`config.mk`:
```
export PLATFORM = sky130hd
export DESIGN_NAME = matrix_scan_controller
export DESIGN_NICKNAME = d
export VERILOG_FILES = /design/src/rtl/matrix_scan_controller.sv
export SDC_FILE = /design/constraint.sdc
export NUM_CORES = 1
export LEC_CHECK = 0
export BUFFER_PORTS_ARGS = -buffer_cell sky130_fd_sc_hd__buf_4
export CAP_MARGIN = 20
export CORE_MARGIN = 5
export CORE_UTILIZATION = 45
export CTS_BUF_LIST = sky130_fd_sc_hd__clkbuf_4
export CTS_CLUSTER_DIAMETER = 120
export DETAILED_ROUTE_END_ITERATION = 7
export GPL_ROUTABILITY_DRIVEN = 0
export GPL_TIMING_DRIVEN = 0
export PLACE_DENSITY_LB_ADDON = 0.1
export SLEW_MARGIN = 40
export SYNTH_ARGS = -nofsm -noshare
export SYNTH_HDL_FRONTEND = slang
export SYNTH_SLANG_ARGS = --single-unit
```
`constraint.sdc`:
```
create_clock -name i_clock -period 3.1 [get_ports i_clock]
set_clock_uncertainty 0.2 [all_clocks]
set_input_delay 0.155 -clock i_clock [delete_from_list [all_inputs] [get_ports i_clock]]
set_output_delay 0.155 -clock i_clock [all_outputs]
set_load 0.05 [all_outputs]
```
`src/rtl/matrix_scan_controller.sv`:
```
// Purpose : scans a 5x7 LED matrix one column at a time, with an optional alert blink.
// Latency : outputs are registered; the first column drives 1 clock after reset releases.
// Backpr. : none; scanning is free-running and the inputs are sampled once per frame.
//
// Ports:
//   i_clock        system clock (rising edge)
//   i_reset        synchronous active-high reset
//   i_col_2        image rows for physical columns 0 and 4 (bit 6 = top row)
//   i_col_1        image rows for physical columns 1 and 3
//   i_col_0        image rows for physical column 2
//   i_alert        level request to blink the displayed image
//   o_col_select   active-low one-hot column enable, bit n = physical column n
//   o_row_data     active-high row drive for the enabled column
//   o_frame_done   one-clock pulse in the guard slot that ends a 5-column frame
//
// Build option: define MATRIX_BLINK_EN to compile in the alert blink logic.
// Without it the image is never blanked and i_alert is ignored.

module matrix_scan_controller #(
    parameter int SCAN_DIV     = 1000,  // clocks per column slot (1 guard + SCAN_DIV-1 drive), 2..65535
    parameter int BLINK_FRAMES = 25     // frames per blink half-period, 1..255
) (
    input  logic       i_clock,
    input  logic       i_reset,
    input  logic [6:0] i_col_2,
    input  logic [6:0] i_col_1,
    input  logic [6:0] i_col_0,
    input  logic       i_alert,
    output logic [4:0] o_col_select,
    output logic [6:0] o_row_data,
    output logic       o_frame_done
);

    typedef enum logic {
        ST_GUARD = 1'b0,
        ST_DRIVE = 1'b1
    } state_t;

    localparam logic [15:0] PRE_LAST = 16'(SCAN_DIV - 1);

    state_t      r_state;
    state_t      w_state_nxt;
    logic [2:0]  r_idx;
    logic [2:0]  w_idx_nxt;
    logic [15:0] r_pre;
    logic [15:0] w_pre_nxt;
    logic [6:0]  r_sh2;
    logic [6:0]  r_sh1;
    logic [6:0]  r_sh0;
    logic [6:0]  w_sh2_nxt;
    logic [6:0]  w_sh1_nxt;
    logic [6:0]  w_sh0_nxt;
    logic        w_blank_nxt;
    logic [4:0]  w_col_select_nxt;
    logic [6:0]  w_row_data_nxt;
    logic        w_frame_done_nxt;

    // Next-state logic. The prescaler is 0 throughout the guard clock and
    // counts 1..SCAN_DIV-1 across the drive clocks, so a slot is SCAN_DIV clocks.
    always_comb begin
        w_state_nxt      = r_state;
        w_idx_nxt        = r_idx;
        w_pre_nxt        = r_pre;
        w_sh2_nxt        = r_sh2;
        w_sh1_nxt        = r_sh1;
        w_sh0_nxt        = r_sh0;
        w_frame_done_nxt = 1'b0;

        case (r_state)
            ST_GUARD: begin
                w_state_nxt = ST_DRIVE;
                w_pre_nxt   = r_pre + 16'd1;
                // Latch the image only at the start of a frame so a frame
                // never mixes old and new input data.
                if (r_idx == 3'd0) begin
                    w_sh2_nxt = i_col_2;
                    w_sh1_nxt = i_col_1;
                    w_sh0_nxt = i_col_0;
                end
            end
            ST_DRIVE: begin
                if (r_pre == PRE_LAST) begin
                    w_state_nxt      = ST_GUARD;
                    w_pre_nxt        = 16'd0;
                    w_idx_nxt        = (r_idx == 3'd4) ? 3'd0 : r_idx + 3'd1;
                    w_frame_done_nxt = (r_idx == 3'd4);
                end else begin
                    w_pre_nxt = r_pre + 16'd1;
                end
            end
            default: begin
                w_state_nxt = ST_GUARD;
            end
        endcase
    end

    // Outputs are registered, so they are decoded from the next-state values
    // to line up with the state they describe.
    always_comb begin
        w_col_select_nxt = 5'b11111;
        w_row_data_nxt   = 7'd0;
        if (w_state_nxt == ST_DRIVE) begin
            w_col_select_nxt = ~(5'b00001 << w_idx_nxt);
            case (w_idx_nxt)
                3'd0, 3'd4: w_row_data_nxt = w_sh2_nxt;
                3'd1, 3'd3: w_row_data_nxt = w_sh1_nxt;
                default:    w_row_data_nxt = w_sh0_nxt;
            endcase
            if (w_blank_nxt) begin
                w_row_data_nxt = 7'd0;
            end
        end
    end

    always_ff @(posedge i_clock) begin
        if (i_reset) begin
            r_state      <= ST_GUARD;
            r_idx        <= 3'd0;
            r_pre        <= 16'd0;
            r_sh2        <= 7'd0;
            r_sh1        <= 7'd0;
            r_sh0        <= 7'd0;
            o_col_select <= 5'b11111;
            o_row_data   <= 7'd0;
            o_frame_done <= 1'b0;
        end else begin
            r_state      <= w_state_nxt;
            r_idx        <= w_idx_nxt;
            r_pre        <= w_pre_nxt;
            r_sh2        <= w_sh2_nxt;
            r_sh1        <= w_sh1_nxt;
            r_sh0        <= w_sh0_nxt;
            o_col_select <= w_col_select_nxt;
            o_row_data   <= w_row_data_nxt;
            o_frame_done <= w_frame_done_nxt;
        end
    end

`ifdef MATRIX_BLINK_EN
    localparam logic [7:0] BLINK_LAST = 8'(BLINK_FRAMES - 1);

    logic [7:0] r_fcnt;
    logic [7:0] w_fcnt_nxt;
    logic       r_blank;

    // Frames are counted on the frame_done guard clock; dropping alert
    // clears the blink state at once so the image reappears immediately.
    always_comb begin
        w_fcnt_nxt  = r_fcnt;
        w_blank_nxt = r_blank;
        if (!i_alert) begin
            w_fcnt_nxt  = 8'd0;
            w_blank_nxt = 1'b0;
        end else if (o_frame_done) begin
            if (r_fcnt == BLINK_LAST) begin
                w_fcnt_nxt  = 8'd0;
                w_blank_nxt = ~r_blank;
            end else begin
                w_fcnt_nxt = r_fcnt + 8'd1;
            end
        end
    end

    always_ff @(posedge i_clock) begin
        if (i_reset) begin
            r_fcnt  <= 8'd0;
            r_blank <= 1'b0;
        end else begin
            r_fcnt  <= w_fcnt_nxt;
            r_blank <= w_blank_nxt;
        end
    end
`else
    // Blink logic is absent: alert and the blink period have no effect.
    logic [8:0] w_unused_blink_cfg;
    assign w_unused_blink_cfg = {i_alert, 8'(BLINK_FRAMES)};
    assign w_blank_nxt        = 1'b0;
`endif

endmodule

```
==> impl_metrics.yaml <==
critical_path:
  start_kind: "register"
  crit_buf_inv: 3
  path_depth: 7
  critPathRequiredTime_ns: 3.18
  crit_type: "register to register"
  critPathArrivalTime_ns: 2.99
  rrSetupSlack_ns: 0.19
  timing.rr.end: "r_sh0[2]$_SDFF_PP0_"
  reg2reg_depth: 7
  max_stage_delay_ns: 0.57
  path_delay_family: "buffers and inverters"
  startpoint: "r_idx[0]$_SDFF_PP0_"
  cpMaxStageDelayCell: "dlygate4sd3_1"
  cp_cell_sequence: "inv_1 > ha_1 > nor3b_1 > buf_2 > mux2i_1 > nor2_1 > dlygate4sd3_1"
  regToRegStartpoint: "r_idx[0]$_SDFF_PP0_"
  endpoint: "r_sh0[2]$_SDFF_PP0_"
  cp_max_fo: 10
  cp-end-kind: "register"
power:
  power_density_nw_per_um2: 436.5
  max-vdd-ir-drop_v: 0.0002561
  leakage_nw: 1.132
synthesis:
  synth-main-ff-cell: "dfxtp_1"
  syn_inst: 214
  synthesis.nets: 241
  synth_cell_types: 32
  synth_top_area_cell: "dfxtp_1"
  netlist_top_cells_count: "54 x dfxtp_1, 36 x nor2_1, 23 x mux2i_1"
  netlist.area_leader.share: 0.5125
  synth_edf_count: 0
  synth.most_common_cell: "dfxtp_1"
  syn-cell-area_sq_um: 2110
  synth_warnings: 0
  synth_seq_area_share: 0.5125
  synth-seq-cells: 54
  syn_area_per_cell_sq_um: 9.858
  ys_async_sr_fraction: 0
  synthTopCellsByArea: "dfxtp_1 51%, mux2i_1 11%, nor2_1 6.4%"
floorplanning:
  die_y_um: 78.47
  die_x_um: 78.47
  ios: 37
  rows: 25
  fp.coreArea_sq_um: 4629
  die_area_sq_um: 6157
  initial_core_util: 0.4557
layout:
  drive_gt1_frac: 0.1922
  postLayoutCoreUtil: 0.5922
  fillers: 412
  area_growth_pct: 29.95
  instances_no_fill: 335
  nets: 307
  antennaDiodeCount: 0
sta:
  relSlewSlack: 0.6171
  min_period_ns: 2.907
  rsz0062_at_grt: "false"
  finalSetupTns_ns: 0
  fmax_ghz: 0.3440
  hold_slack_ns: 0.3010
  min_period_over_period: 0.9377
  setup_viol_count_final: 0
  tightest_slew_ns: 0.5731
  report.final.slew_viol_count: 0
  hold_viol_final: 0
clocking:
  clock_latency_ns: 0.38
  cts_buffers: 5
  cts_buffer_depth: 2
  root_buffer: "clkbuf_4"
  postCtsResizedCells: 0
  cts_tree: "yes"
  cts_sinks: 54
  clkTransAtPathRegs_ns: 0.14
  cts_max_level: 2
outcome:
  status: "complete, no violations"
grt:
  grt_first_pass_wirelength_um: 7707
  grt_pass1_vias: 1674
  antenna_found_initial: 0
  overflow: 0
  grt_max_degree: 17
  grtUsageTotal: 0.1591
detailed_routing:
  ant_nets: 0
  wl_um: 4593
  initialDrtViolationCount: 126
  drt_pass1_iterations: 4
  drc_errors: 0
  wl_per_cell_um: 13.71
  vias_per_cell: 5.072
  via_count: 1699
placed_design:
  io_buffers: 34
  dp_hpwl_um: 3129
  dp_cells: 302
min_path:
  hp-class: "register to register"
flow_run:
  drv_cap: 0
metrics by stage:
| stage | total power, mW | worst slack (ns) | area, sq um |
|---|---|---|---|
| 4_1_cts | 1.211 | 0.2401 | 2741 |
| 2_1_floorplan | 0.8225 | 0.7786 | 2110 |
| 5_1_grt | 1.255 | 0.04831 | 2741 |
| 6_report | 1.197 | 0.1933 | 2741 |
| 3_5_place_dp | 0.8697 | 0.2770 | 2432 |
| 3_3_place_gp | 0.8685 | 0.2688 | 2432 |
sequential cells by signal (all words and copies together) (netlist names):
name          count
o_col_select      5
o_frame_done      1
o_row_data        7
r_idx             3
r_pre            16
r_sh0             7
r_sh1             7
r_sh2             7
r_state           1
final cells by class:
cell class / count / area, sq um / share of cell area
buffer: 11 / 46.29 / 0.01689
clock buffer: 6 / 45.04 / 0.01643
clock inverter: 2 / 13.76 / 0.005021
inverter: 7 / 26.28 / 0.009585
multi-input combinational: 142 / 955.9 / 0.3487
sequential: 54 / 1081 / 0.3943
tap: 54 / 67.56 / 0.02465
timing repair buffer: 59 / 505.5 / 0.1844
worst register-to-register path, cell delays in order, from the launching register on:
cell           delay, ns
dfxtp_1             0.39
inv_1               0.15
ha_1                0.22
nor3b_1             0.51
buf_2               0.41
mux2i_1             0.29
nor2_1              0.07
dlygate4sd3_1       0.57
how the worst min path moves through the flow:
| stage | start | to | cells past startpoint |
|---|---|---|---|
| after global placement | i_col_0[5] | r_sh0[5]$_SDFF_PP0_ | 3 |
| after detailed placement | i_col_0[3] | r_sh0[3]$_SDFF_PP0_ | 3 |
| final | r_pre[0]$_SDFF_PP0_ | r_pre[0]$_SDFF_PP0_ | 1 |
| after CTS | r_pre[0]$_SDFF_PP0_ | r_pre[0]$_SDFF_PP0_ | 1 |
| after global routing | r_sh1[5]$_SDFF_PP0_ | r_sh1[5]$_SDFF_PP0_ | 2 |
| after floorplan | i_col_0[2] | r_sh0[2]$_SDFF_PP0_ | 2 |
cell usage in the layout, fill, tap and decap left out, drive strengths merged:
cell / instances
a21oi: 6
a31o: 1
and3: 1
buf: 39
clkbuf: 12
clkinv: 2
dfxtp: 54
dlygate4sd3: 25
ha: 3
inv: 7
mux2i: 23
nand2: 8
nand2b: 1
nand3: 4
nand3b: 1
nand4: 6
nand4b: 1
nor2: 36
nor3: 6
nor3b: 1
nor4: 2
o21ai: 4
o221ai: 7
o41ai: 1
or2: 2
or3: 12
or3b: 1
or4: 4
or4b: 1
xnor2: 8
xor2: 2
kinds of logic after synthesis:
family,count (synthesis),share of synthesized area
simple gates,87,0.2147
flops,54,0.5125
mux,23,0.1091
compound gates,19,0.06999
buf+inv,18,0.03440
xor+xnor,10,0.04152
fa+ha+maj,3,0.01780
power by group:
group          switching, mW  internal, mW
clock network          0.218        0.0984
registers             0.0106         0.721
logic                 0.0753        0.0736
layer usage:
metal  part of all wire  vias to the layer above  GRT usage
li1                   -                      880          -
met1               0.48                      778     0.1967
met2               0.47                       35     0.2697
met3              0.041                        6    0.03899
met4              0.014                        0    0.05420
met5                  0                        -          0
timing repair:
action | CTS | global route
hold buffers | 25 | 0
hold endpoints to repair | 30 | 0
buffers inserted | 0 | 0
Power figures use the tool's default switching activity.
